===== config.mk =====
export PLATFORM = sky130hd
export DESIGN_NAME = clkdiv_cfg_ctrl
export DESIGN_NICKNAME = d
export VERILOG_FILES = /design/src/rtl/clkdiv_cfg_ctrl.sv
export SDC_FILE = /design/constraint.sdc
export NUM_CORES = 1
export LEC_CHECK = 0
export ABC_AREA = 1
export CORE_ASPECT_RATIO = 1.4
export CORE_MARGIN = 4
export CORE_UTILIZATION = 51
export DETAILED_ROUTE_END_ITERATION = 7
export PLACE_DENSITY = 0.76
export SLEW_MARGIN = 20
export SYNTH_ARGS = -nofsm -noshare
export SYNTH_HDL_FRONTEND = slang
export SYNTH_SLANG_ARGS = --single-unit

===== constraint.sdc =====
create_clock -name i_ref_clk -period 2.3 [get_ports i_ref_clk]
set_input_delay 0.46 -clock i_ref_clk [delete_from_list [all_inputs] [get_ports i_ref_clk]]
set_output_delay 0.46 -clock i_ref_clk [all_outputs]
set_load 0.005 [all_outputs]

===== src/rtl/clkdiv_cfg_ctrl.sv =====
// Divider config sequencer: applies ratio changes/shutdowns only on divided-period boundaries.
// Latency: OFF requests apply in 1 cycle; RUN changes take up to eff + GAP_CYCLES + 1 cycles.
// Backpressure: o_req_ready low in DRAIN/GAP. Optional CLKDIV_CFG_ERR_EN rejects ratio-0 requests.
module clkdiv_cfg_ctrl #(
    parameter int          RATIO_W    = 8,
    parameter int          GAP_CYCLES = 2,
    parameter int unsigned RST_RATIO  = 4
) (
    input  logic               i_ref_clk,
    input  logic               i_rst,
    input  logic               i_div_en,
    input  logic               i_req_valid,
    input  logic [RATIO_W-1:0] i_req_ratio,
    output logic               o_req_ready,
    output logic               o_clk_en,
    output logic [RATIO_W-1:0] o_dev_ratio,
    output logic               o_busy,
    output logic               o_cfg_done,
    output logic               o_req_err
);

    typedef enum logic [1:0] {
        ST_OFF   = 2'd0,
        ST_RUN   = 2'd1,
        ST_DRAIN = 2'd2,
        ST_GAP   = 2'd3
    } state_t;

    localparam logic [3:0] GAP_LOAD = 4'(GAP_CYCLES - 1);

    state_t             state_q, state_d;
    logic [RATIO_W-1:0] cnt_q, cnt_d;
    logic [3:0]         gap_cnt_q, gap_cnt_d;
    logic [RATIO_W-1:0] pend_ratio_q, pend_ratio_d;
    logic               pend_ratio_f_q, pend_ratio_f_d;
    logic               pend_off_f_q, pend_off_f_d;
    logic               clk_en_q, clk_en_d;
    logic [RATIO_W-1:0] dev_ratio_q, dev_ratio_d;
    logic               req_ready_q, req_ready_d;
    logic               busy_q, busy_d;
    logic               cfg_done_q, cfg_done_d;
    logic               req_err_q, req_err_d;

    logic [RATIO_W-1:0] eff;
    logic               boundary;
    logic               accept;
    logic               req_bad;
    logic               req_ok;

    always_comb begin
        eff      = (dev_ratio_q < RATIO_W'(2)) ? RATIO_W'(1) : dev_ratio_q;
        boundary = (cnt_q == (eff - RATIO_W'(1)));
        accept   = i_req_valid & req_ready_q;
`ifdef CLKDIV_CFG_ERR_EN
        req_bad  = accept & (i_req_ratio == '0);
`else
        req_bad  = 1'b0;
`endif
        req_ok   = accept & ~req_bad;
    end

    always_comb begin
        state_d        = state_q;
        cnt_d          = cnt_q;
        gap_cnt_d      = gap_cnt_q;
        pend_ratio_d   = pend_ratio_q;
        pend_ratio_f_d = pend_ratio_f_q;
        pend_off_f_d   = pend_off_f_q;
        dev_ratio_d    = dev_ratio_q;
        cfg_done_d     = 1'b0;
        req_err_d      = req_bad;

        // Phase counter only advances while the divider is enabled.
        if (clk_en_q) begin
            cnt_d = boundary ? '0 : cnt_q + RATIO_W'(1);
        end

        case (state_q)
            ST_OFF: begin
                if (req_ok) begin
                    dev_ratio_d = i_req_ratio;
                    cfg_done_d  = 1'b1;
                end
                if (i_div_en) begin
                    state_d = ST_RUN;
                    cnt_d   = '0;
                end
            end
            ST_RUN: begin
                if (req_ok) begin
                    if (i_req_ratio == dev_ratio_q) begin
                        cfg_done_d = 1'b1;
                    end else begin
                        pend_ratio_d   = i_req_ratio;
                        pend_ratio_f_d = 1'b1;
                        state_d        = ST_DRAIN;
                    end
                end
                if (!i_div_en) begin
                    pend_off_f_d = 1'b1;
                    state_d      = ST_DRAIN;
                end
            end
            ST_DRAIN: begin
                pend_off_f_d = ~i_div_en;
                if (boundary) begin
                    state_d   = ST_GAP;
                    cnt_d     = '0;
                    gap_cnt_d = GAP_LOAD;
                    if (pend_ratio_f_q) begin
                        dev_ratio_d = pend_ratio_q;
                        cfg_done_d  = 1'b1;
                    end
                end
            end
            ST_GAP: begin
                if (gap_cnt_q == 4'd0) begin
                    pend_ratio_f_d = 1'b0;
                    pend_off_f_d   = 1'b0;
                    state_d        = (pend_off_f_q || !i_div_en) ? ST_OFF : ST_RUN;
                end else begin
                    gap_cnt_d = gap_cnt_q - 4'd1;
                end
            end
            default: state_d = ST_OFF;
        endcase

        // Registered outputs are derived from the next state so they line up with it.
        clk_en_d    = (state_d == ST_RUN) || (state_d == ST_DRAIN);
        busy_d      = (state_d == ST_DRAIN) || (state_d == ST_GAP);
        req_ready_d = (state_d == ST_OFF) || (state_d == ST_RUN);
    end

    always_ff @(posedge i_ref_clk or posedge i_rst) begin
        if (i_rst) begin
            state_q        <= ST_OFF;
            cnt_q          <= '0;
            gap_cnt_q      <= '0;
            pend_ratio_q   <= '0;
            pend_ratio_f_q <= 1'b0;
            pend_off_f_q   <= 1'b0;
            clk_en_q       <= 1'b0;
            dev_ratio_q    <= RATIO_W'(RST_RATIO);
            req_ready_q    <= 1'b0;
            busy_q         <= 1'b0;
            cfg_done_q     <= 1'b0;
            req_err_q      <= 1'b0;
        end else begin
            state_q        <= state_d;
            cnt_q          <= cnt_d;
            gap_cnt_q      <= gap_cnt_d;
            pend_ratio_q   <= pend_ratio_d;
            pend_ratio_f_q <= pend_ratio_f_d;
            pend_off_f_q   <= pend_off_f_d;
            clk_en_q       <= clk_en_d;
            dev_ratio_q    <= dev_ratio_d;
            req_ready_q    <= req_ready_d;
            busy_q         <= busy_d;
            cfg_done_q     <= cfg_done_d;
            req_err_q      <= req_err_d;
        end
    end

    assign o_req_ready = req_ready_q;
    assign o_clk_en    = clk_en_q;
    assign o_dev_ratio = dev_ratio_q;
    assign o_busy      = busy_q;
    assign o_cfg_done  = cfg_done_q;
    assign o_req_err   = req_err_q;

endmodule


==> out/qor.yml <==
critPathArrivalTime_ps: 2520
p_sw_share_pct: 45.10
grt_max_degree: 37
core-area_um2: 4204
finalSetupTns_ps: 0
period_minus_slack_ps: 2286
drt_iter0_markers: 114
antenna_cells: 0
r2r_start: "o_dev_ratio[2]$_DFFE_PP1P_"
drive_above_1_share_pct: 21.43
clk_path_buf_depth: 2
power.share.sequential_pct: 26.6
fp.dieH_um: 86.02
grt_overflow: 0
cp.required_ps: 2530
ctsHtreeMaxLevel: 2
gp_congestion: 0.8874
post_drt_wl_per_cell_um: 14.15
pin_count: 25
power.switching_w: 0.001892
pwr-share-clk_pct: 13.2
hold_buffers: 0
fin_hold_ws_ps: 489.5
startpoint: "o_dev_ratio[2]$_DFFE_PP1P_"
slew_viol_final: 0
ant_nets: 0
dp_hpwl_mm: 3.915
p_int_w: 0.002303
status: "complete, no violations"
powerDensity_nw_per_um2: 1449
rows: 28
grt_pass1_wl_mm: 9.183
clk_latency_ps: 290
cp-endpoint: "o_dev_ratio[1]$_DFFE_PP0P_"
vdd_ir_drop_max_mv: 0.7408
start_util_pct: 52.74
cts_tree: "done"
tightestPinTransition_ps: 507.7
r2r_setup_slack_ps: 10
dr.pass1.iters: 4
path_clk_slew_ps: 80
synthesis.area_um2: 2217
fin_nets: 365
endpoint_kind: "flop"
cts_root_buffer: "clkbuf_8"
drcViolationCount: 0
ys_warn_count: 0
synth_nets: 320
track_usage_pct: 21.20
io_buffers: 23
routed_via_density: 5.443
final.period_utilization_pct: 99.37
cts_num_sinks: 36
r2r_end: "o_dev_ratio[1]$_DFFE_PP0P_"
maxCapViolations: 0
die_w_um: 63.73
avgSynthCellArea_um2: 7.293
hold_violations: 0
synth_cell_type_count: 31
hold_path.class: "flop to flop"
grt_pass1_vias: 2140
areaGrowthSynthToFinish_pct: 30.64
syn_inst: 304
crit_type: "flop to flop"
cp-start-kind: "flop"
antenna_found_initial: 0
die-area_um2: 5481
power_leakage_nw: 1.445
reg2reg_depth: 14
via_count: 2150
fin_skew_ps: 6.755
comb_power_share_pct: 60.2
setup_viol: 0
seq_area_frac_synth_pct: 40.69
synth_seq_cells: 36
slew_headroom_pct: 66.11
drt_wl_total_mm: 5.591
grt_setup_unrepaired: "yes"
critPathMaxFanout: 8
max_freq_ghz: 0.4375
cts_made_buffers: 5
worst min path at each step:
stage / start / to / slack [ps] / cells after the start
final: pend_ratio_q[6]$_DFFE_PP0P_ / pend_ratio_q[6]$_DFFE_PP0P_ / 490 / 2
after detailed placement: pend_ratio_q[6]$_DFFE_PP0P_ / pend_ratio_q[6]$_DFFE_PP0P_ / 480 / 2
after global placement: pend_ratio_q[5]$_DFFE_PP0P_ / pend_ratio_q[5]$_DFFE_PP0P_ / 470 / 2
after floorplan: pend_ratio_q[4]$_DFFE_PP0P_ / pend_ratio_q[4]$_DFFE_PP0P_ / 450 / 2
after global routing: pend_ratio_q[4]$_DFFE_PP0P_ / pend_ratio_q[4]$_DFFE_PP0P_ / 510 / 2
after CTS: pend_ratio_q[6]$_DFFE_PP0P_ / pend_ratio_q[6]$_DFFE_PP0P_ / 500 / 2
through the flow:
step           power, W  cells  utilization [%]  setup slack (ps)  area (um^2)
2_1_floorplan  0.002500    304                -             97.55         2217
3_3_place_gp   0.003140    381            61.40             18.13         2581
3_5_place_dp   0.003190    381            61.40            -56.02         2581
4_1_cts        0.003884    392            65.48             11.77         2753
5_1_grt        0.004553    395            68.90            -151.7         2897
6_report       0.004196    395            68.90             14.42         2897
cell usage in the layout, fill, tap and decap left out, types with 14 or more instances in the layout:
| cell type | synthesis | layout |
|---|---|---|
| nand2_1 | 82 | 68 |
| nor2_1 | 20 | 18 |
| buf_4 | 1 | 18 |
| clkdlybuf4s50_1 | 0 | 23 |
| nand2_2 | 4 | 14 |
| dfrtp_1 | 35 | 35 |
| o21ai_0 | 24 | 22 |
| nand3_1 | 28 | 24 |
| inv_1 | 46 | 43 |
registers in the layout (all words and copies together) (netlist names):
name and flops:
o_cfg_done 1, o_dev_ratio 8, gap_cnt_q 4, o_busy 1
pend_ratio_f_q 1, o_clk_en 1, pend_ratio_q 8, o_req_ready 1
cnt_q 8, pend_off_f_q 1, state_q 2
critical path, cell delays in order (launching register included):
cell	delay, ps
dfstp_2	560
nor2_4	50
nand2_2	90
o21ai_4	80
inv_2	80
ha_4	150
nand3_1	120
nand2_1	120
nand3_2	80
nand3b_1	210
nor2_4	210
nand4_4	190
nand2_8	150
nand2_1	70
nand2_1	60
timing repair:
item | CTS | global route
endpoints found under the hold margin | 0 | 0
pin swaps | 13 | 10
buffers inserted | 2 | 3
setup endpoints to repair | 17 | 23
gates cloned | 1 | 0
resized for setup | 9 | 33
cell type report:
| cell class | instances | area, um^2 |
|---|---|---|
| Timing Repair Buffer | 41 | 365.4 |
| Inverter | 48 | 180.2 |
| Fill cell | 338 | 1308 |
| Tap cell | 45 | 56.30 |
| Multi-Input combinational cell | 217 | 1281 |
| Sequential cell | 36 | 902.1 |
| Clock buffer | 5 | 68.82 |
| Clock inverter | 3 | 42.54 |
synth_stat cells:
library cell,instances,area [um^2]
nand4_4,1,21.27
ha_1,4,50.05
nand4_1,9,56.30
clkbuf_1,1,3.750
conb_1,1,3.750
xnor2_1,5,43.79
nand2_1,82,307.8
nor2_1,20,75.07
o31ai_1,1,7.510
buf_2,1,5.000
a21oi_1,5,25.02
o21ai_2,1,8.760
dfstp_2,1,26.28
nand2_2,4,25.02
nor3_1,10,50.05
nand3_2,2,20.02
nand3_1,28,140.1
or2_2,1,6.260
o311ai_0,1,8.760
dfrtp_1,35,875.8
nand2_4,1,11.26
buf_4,1,7.510
nor2_2,2,12.51
nor2_4,2,22.52
inv_1,46,172.7
buf_1,1,3.750
o21ai_0,24,120.1
xor2_1,9,78.83
o21ai_1,1,5.000
nand3b_1,2,15.01
inv_2,2,7.510
power by group through the flow:
stage / clock [W] / combinational [W] / sequential, W
global placement: 0 / 0.00204 / 0.00110
global route: 0.000589 / 0.00281 / 0.00115
floorplan: 0 / 0.00137 / 0.00113
finish: 0.000554 / 0.00253 / 0.00112
CTS: 0.000559 / 0.00222 / 0.00110
detailed placement: 0 / 0.00208 / 0.00111
layer usage:
| metal | vias to the layer above | track usage [%] | wire, um | part of all wire, % |
|---|---|---|---|---|
| met5 | - | 0 | 0 | 0 |
| met4 | 0 | 9.430 | 177 | 3.2 |
| met3 | 19 | 3.932 | 219 | 3.9 |
| met2 | 60 | 38.50 | 2918 | 52 |
| met1 | 1008 | 23.87 | 2275 | 41 |
| li1 | 1063 | - | - | - |
logic make-up after synthesis:
family                     count (synthesis)  synth area share, %
and+or+nand+nor                          164                34.42
buffers and inverters                     52                9.029
adders and majority gates                  4                2.257
other                                      1               0.1691
DFF                                       36                40.69
AOI/OAI and AO/OA                         33                7.901
xor gates and xnor gates                  14                5.531
Note: power is estimated with default switching activity, not from simulation.
